==> src/rtl/seq_mux_if.sv <==
// seq_mux_if: channel-side and consumer-side signals of seq_mux.
// The mux itself connects through the slave modport. Its source/consumer
// environment connects through the master modport.
interface seq_mux_if #(
  parameter int SELECT_LINES = 4,
  parameter int DATA_WIDTH   = 1
);
  localparam int N = 1 << SELECT_LINES;

  logic                      mode;
  logic [SELECT_LINES-1:0]   select;
  logic [SELECT_LINES-1:0]   scan_limit;
  logic [DATA_WIDTH*N-1:0]   data_in;
  logic [N-1:0]              in_valid;
  logic [N-1:0]              in_ready;
  logic [DATA_WIDTH-1:0]     data_out;
  logic [SELECT_LINES-1:0]   out_chan;
  logic                      out_valid;
  logic                      out_ready;
  logic                      scan_wrap;

  modport master (
    output mode, select, scan_limit, data_in, in_valid, out_ready,
    input  in_ready, data_out, out_chan, out_valid, scan_wrap
  );

  modport slave (
    input  mode, select, scan_limit, data_in, in_valid, out_ready,
    output in_ready, data_out, out_chan, out_valid, scan_wrap
  );
endinterface

==> src/rtl/seq_mux.sv <==
// seq_mux: registered, valid/ready channel mux with two select modes.
// In direct mode the external select chooses the channel. In scan mode an
// internal counter steps through channels 0..scan_limit.
// Optional feature macro SEQ_MUX_SKIP_EN: when it is defined, scan mode
// skips channels that are not valid, at one channel per cycle.
module seq_mux #(
  parameter     ARCHITECTURE = "BEHAVIORAL",
  parameter int SELECT_LINES = 4,
  parameter int DATA_WIDTH   = 1
) (
  input  logic clk,
  input  logic rst_n,
  seq_mux_if.slave bus
);
  localparam int N = 1 << SELECT_LINES;

  localparam logic [0:0] EMPTY = 1'b0;
  localparam logic [0:0] FULL  = 1'b1;

  // Reserved vendor architectures share the behavioural datapath below.
  if (ARCHITECTURE == "VIRTEX5" || ARCHITECTURE == "VIRTEX6") begin : g_reserved_arch
  end

  logic [0:0]              state;
  logic [DATA_WIDTH-1:0]   data_r;
  logic [SELECT_LINES-1:0] chan_r;
  logic [SELECT_LINES-1:0] scan_cnt;
  logic                    wrap_r;

  logic [DATA_WIDTH-1:0]   chan_data [N];
  logic [SELECT_LINES-1:0] cur;
  logic                    load_en;
  logic                    capture;
  logic                    scan_step;
  logic [N-1:0]            rdy;

  // Split the flat input bus into one word per channel.
  for (genvar k = 0; k < N; k++) begin : g_chan
    assign chan_data[k] = bus.data_in[DATA_WIDTH*k +: DATA_WIDTH];
  end

  assign cur     = bus.mode ? scan_cnt : bus.select;
  assign load_en = (state == EMPTY) || bus.out_ready;
  assign capture = bus.in_valid[cur] && load_en;

`ifdef SEQ_MUX_SKIP_EN
  // Either take the current channel or skip past it when it is idle.
  assign scan_step = bus.mode && load_en;
`else
  // Strict order: the counter only moves after the current channel is taken.
  assign scan_step = bus.mode && capture;
`endif

  // Ready goes to the selected channel only, while the output slot can load.
  always_comb begin
    // NOTE: default every always_comb output first so no path leaves it unassigned (no latch).
    rdy = '0;
    if (load_en && rst_n) rdy[cur] = 1'b1;
  end

  // Output register, output state and scan counter.
  always_ff @(posedge clk) begin
    // NOTE: sequential state uses non-blocking assignments so all flops update from pre-edge values.
    if (!rst_n) begin
      state    <= EMPTY;
      data_r   <= '0;
      chan_r   <= '0;
      scan_cnt <= '0;
      wrap_r   <= 1'b0;
    end else begin
      wrap_r <= 1'b0;

      if (capture) begin
        data_r <= chan_data[cur];
        chan_r <= cur;
        state  <= FULL;
      end else if (state == FULL && bus.out_ready) begin
        state <= EMPTY;
      end

      if (!bus.mode) begin
        scan_cnt <= '0;
      end else if (scan_step) begin
        if (scan_cnt >= bus.scan_limit) begin
          scan_cnt <= '0;
          wrap_r   <= 1'b1;
        end else begin
          scan_cnt <= scan_cnt + 1'b1;
        end
      end
    end
  end

  assign bus.in_ready  = rdy;
  assign bus.data_out  = data_r;
  assign bus.out_chan  = chan_r;
  assign bus.out_valid = (state == FULL);
  assign bus.scan_wrap = wrap_r;
endmodule
==> src/flat_wrapper.sv <==
// flat-port wrapper written by rule: the top's interface ports become plain ports
module seq_mux_flat 
#(
  parameter     ARCHITECTURE = "          ",
  parameter int SELECT_LINES = 4,
  parameter int DATA_WIDTH   = 1
)
  (clk, rst_n, bus_mode, bus_select, bus_scan_limit, bus_data_in, bus_in_valid, bus_out_ready, bus_in_ready, bus_data_out, bus_out_chan, bus_out_valid, bus_scan_wrap);
  seq_mux_if #(.SELECT_LINES(SELECT_LINES), .DATA_WIDTH(DATA_WIDTH)) bus_i ();
  input  logic clk;
  input  logic rst_n;
  input wire logic [$bits(bus_i.mode)-1:0] bus_mode;
  input wire logic [$bits(bus_i.select)-1:0] bus_select;
  input wire logic [$bits(bus_i.scan_limit)-1:0] bus_scan_limit;
  input wire logic [$bits(bus_i.data_in)-1:0] bus_data_in;
  input wire logic [$bits(bus_i.in_valid)-1:0] bus_in_valid;
  input wire logic [$bits(bus_i.out_ready)-1:0] bus_out_ready;
  output wire logic [$bits(bus_i.in_ready)-1:0] bus_in_ready;
  output wire logic [$bits(bus_i.data_out)-1:0] bus_data_out;
  output wire logic [$bits(bus_i.out_chan)-1:0] bus_out_chan;
  output wire logic [$bits(bus_i.out_valid)-1:0] bus_out_valid;
  output wire logic [$bits(bus_i.scan_wrap)-1:0] bus_scan_wrap;
  assign bus_i.mode = bus_mode;
  assign bus_i.select = bus_select;
  assign bus_i.scan_limit = bus_scan_limit;
  assign bus_i.data_in = bus_data_in;
  assign bus_i.in_valid = bus_in_valid;
  assign bus_i.out_ready = bus_out_ready;
  assign bus_in_ready = bus_i.in_ready;
  assign bus_data_out = bus_i.data_out;
  assign bus_out_chan = bus_i.out_chan;
  assign bus_out_valid = bus_i.out_valid;
  assign bus_scan_wrap = bus_i.scan_wrap;
  seq_mux #(.ARCHITECTURE(ARCHITECTURE), .SELECT_LINES(SELECT_LINES), .DATA_WIDTH(DATA_WIDTH)) u_core (.clk(clk), .rst_n(rst_n), .bus(bus_i));
endmodule
==> config.mk <==
export PLATFORM = sky130hd
export DESIGN_NAME = seq_mux_flat
export DESIGN_NICKNAME = d
export VERILOG_FILES = /design/src/rtl/seq_mux_if.sv /design/src/rtl/seq_mux.sv /design/src/flat_wrapper.sv
export SDC_FILE = /design/constraint.sdc
export NUM_CORES = 1
export LEC_CHECK = 0
export CAP_MARGIN = 0
export CORE_ASPECT_RATIO = 1.5
export CORE_MARGIN = 10
export CORE_UTILIZATION = 42
export CTS_CLUSTER_SIZE = 40
export DETAILED_ROUTE_END_ITERATION = 8
export GPL_TIMING_DRIVEN = 0
export PLACE_DENSITY = 0.86
export REMOVE_ABC_BUFFERS = 1
export SYNTH_ARGS = -nofsm -noshare
export SYNTH_HDL_FRONTEND = slang
export SYNTH_SLANG_ARGS = --single-unit
export TNS_END_PERCENT = 30
==> constraint.sdc <==
create_clock -name clk -period 3.29 [get_ports clk]
set_input_delay 0.329 -clock clk [delete_from_list [all_inputs] [get_ports clk]]
set_output_delay 0.329 -clock clk [all_outputs]
set_load 0.02 [all_outputs]
==> summary.md <==
| Metric | Value |
|---|---|
| Critical path origin | bus_mode |
| Routed via count | 1455 |
| Worst vdd ir | 0.168 mV |
| Hold depth | 2 |
| PwrDens | 276 nW/um^2 |
| Layout cells sized above 1 | 0.0802 |
| Status | completed |
| Filler cell count | 239 |
| Post-synthesis sequential area ratio | 0.179 |
| Global Route Usage Sum | 0.154 |
| Worst-Skew Late Latency | 250 ps |
| P_sw | 0.176 mW |
| Commonest non-fill, non-tap cells in the layout | 65 x clkdlybuf4s50_1, 21 x nor2_1, 12 x inv_1, 11 x dfxtp_1, 10 x nand2_1 |
| Worst R2R Path Depth | 6 |
| Initial core utilization | 0.432 |
| IO Pins | 67 |
| Core area | 2850 sq um |
| Final Max Slew Viols | 0 |
| Chip Height | 86.3 um |
| CP Capture Type | output port |
| Min Tclk post-route | 3100 ps |
| Final period utilization | 0.943 |
| Synth warn | 0 |
| Most common cell after layout, fill and taps aside | clkdlybuf4s50_1 |
| CTS tree | built |
| Slew margin rel. | 0.267 |
| CTS H-tree depth | 1 |
| CP Data Arrival Time | 2770 ps |
| Global route overflow | 0 |
| Startpoint Class | primary input |
| Sw Ratio | 0.332 |
| Post-CTS Hold Fix Bufs | 0 |
| F_max | 0.322 GHz |
| Hold Violations, Final | 0 |
| Clock Tree Buf Depth | 2 |
| Clock power share | 0.266 |
| Final core utilization | 0.673 |
| Total of max-cap violations | 0 |
| FF+latch area | 220 sq um |
| Clk sink count | 11 |
| Total CTS buffers | 3 |
| Final worst slack | 189 ps |
| Crit-path max FO | 29 |
| Worst Skew | 1.42 ps |
| Drt total wl | 4.44 mm |
| Area Overhead vs Synth | 55.7% |
| Mapped Avg Cell Area | 8.16 sq um |
| RSZ-0062 raised after global routing | no |
| Clk root buf | clkbuf_8 |
| Largest net degree at the start of global routing | 30 |
| Vias in the first global route | 1518 |
| Leak | 0.721 nW |
| PortBufs | 66 |
| Die area | 5550 sq um |
| # rows | 24 |
| Hold Path Class | reg -> reg |
| R2r endpoint | u_core.scan_cnt[2] |
| RD Place Congestion | 0.814 |
| Cell count after synthesis | 151 |
| Post-route setup TNS | 0 ps |
| Internal | 0.354 mW |
| Initial DRC count | 52 |
| Die Wd | 64.2 um |
| Vias/cell | 5.80 |
| Initial antenna violation count | 0 |
| Dpl ws | -462 ps |
| Flop pwr share | 0.294 |
| Slew of the pin with the lowest slew margin | 1100 ps |
| Unique masters post-synth | 38 |
| Kind of critical path | in -> out |
| Final #Nets | 262 |
| CP endpoint | bus_in_ready[10] |
| CTS clock-pin slew for the worst setup and hold paths | 50 ps |
| Antenna Cells | 0 |
| Synth Register Bits | 11 |
| Comb pwr share | 0.439 |
| Setup violators final | 0 |
| Reg2reg start | u_core.scan_cnt[1] |
| Area of the multi-input gates | 900 sq um |
| R2R setup slack | 840 ps |
| CP required | 2960 ps |
| DRC Markers | 0 |
| Initial DRT Pass Iterations | 4 |
| DP HPWL | 3.52 mm |
| WL per Instance | 17.7 um |
| Routed Antenna Nets | 0 |
| Post-Syn Area | 1230 sq um |
| Overall Power | 0.530 mW |
| First-pass GRT wire length | 7.07 mm |
cells by family after synthesis:
| logic type | share of synthesized area |
|---|---|
| compound gates | 0.199 |
| flops | 0.179 |
| fa+ha+maj | 0.0508 |
| mux | 0.178 |
| buf+inv | 0.0985 |
| simple gates | 0.295 |
cell usage after synthesis, drive strengths merged:
library cell	instances	area share
a21oi	9	0.037
clkbuf	3	0.015
buf	6	0.047
dfxtp	11	0.18
a31oi	3	0.015
and3	1	0.0051
nand2	11	0.036
mux2	4	0.046
a21o	5	0.030
nor2	22	0.069
nand3b	2	0.012
o31ai	2	0.012
ha	5	0.051
nand3	8	0.032
o311ai	1	0.013
a311oi	4	0.028
nor2b	2	0.010
nor4	4	0.025
mux4	5	0.091
o21ai	2	0.0081
nand4	3	0.015
nor4b	6	0.043
a211oi	2	0.012
inv	12	0.037
nor3	1	0.0041
mux2i	5	0.041
nand2b	2	0.010
or4	1	0.0091
a41oi	6	0.043
nor4bb	3	0.024
per-stage QoR:
step	cell area, sq um	cells	hold WS (ps)
CTS	1910	251	495
finish	1920	251	500
global placement	1870	247	475
floorplan	1160	142	486
detailed placement	1870	247	488
global route	1920	251	542
area by class of cell:
class | instances | area share
Clock buffer | 4 | 0.0235
Tap cell | 39 | 0.0254
Timing Repair Buffer | 66 | 0.344
Inverter | 12 | 0.0235
Sequential cell | 11 | 0.115
Multi-Input combinational cell | 119 | 0.469
routing by layer:
metal  global-route usage  vias up  share of wire
li1                     -      698              -
met1                0.149      691           0.36
met2                0.289       53           0.54
met3               0.0491       13          0.063
met4               0.0703        0          0.030
met5                    0        -              0
state kept, by name, summed over array words and instances (netlist names):
| name | flops |
|---|---|
| u_core.scan_cnt | 4 |
| u_core.bus.scan_wrap | 1 |
| u_core.bus.out_valid | 1 |
| u_core.bus.data_out | 1 |
| u_core.bus.out_chan | 4 |
worst min-delay path by stage:
stage	startpoint	endpoint	slack (ps)
after detailed placement	u_core.bus.data_out	u_core.bus.data_out	490
after global routing	u_core.bus.data_out	u_core.bus.data_out	540
after global placement	u_core.bus.data_out	u_core.bus.data_out	480
after floorplan	u_core.scan_cnt[3]	u_core.scan_cnt[3]	490
final	u_core.bus.data_out	u_core.bus.data_out	500
after CTS	u_core.bus.data_out	u_core.bus.data_out	500
power by group through the flow:
| stage | clock network (mW) | logic (mW) | registers, mW |
|---|---|---|---|
| floorplan | 0 | 0.105 | 0.168 |
| global placement | 0 | 0.223 | 0.157 |
| detailed placement | 0 | 0.229 | 0.157 |
| CTS | 0.140 | 0.230 | 0.155 |
| global route | 0.145 | 0.250 | 0.158 |
| finish | 0.141 | 0.233 | 0.156 |
worst max-delay path: stages:
cell and delay [ps]:
clkdlybuf4s15_1 900, mux2i_1 470, nand2_1 260, nor2_1 170, clkdlybuf4s50_1 630
timing repair:
action / CTS / global route
buffers inserted: 0 / 0
endpoints found under the setup margin: 24 / 10
endpoints found under the hold margin: 0 / 0
gates resized for setup: 1 / 2
No activity file was read; power rests on OpenSTA's default activity.
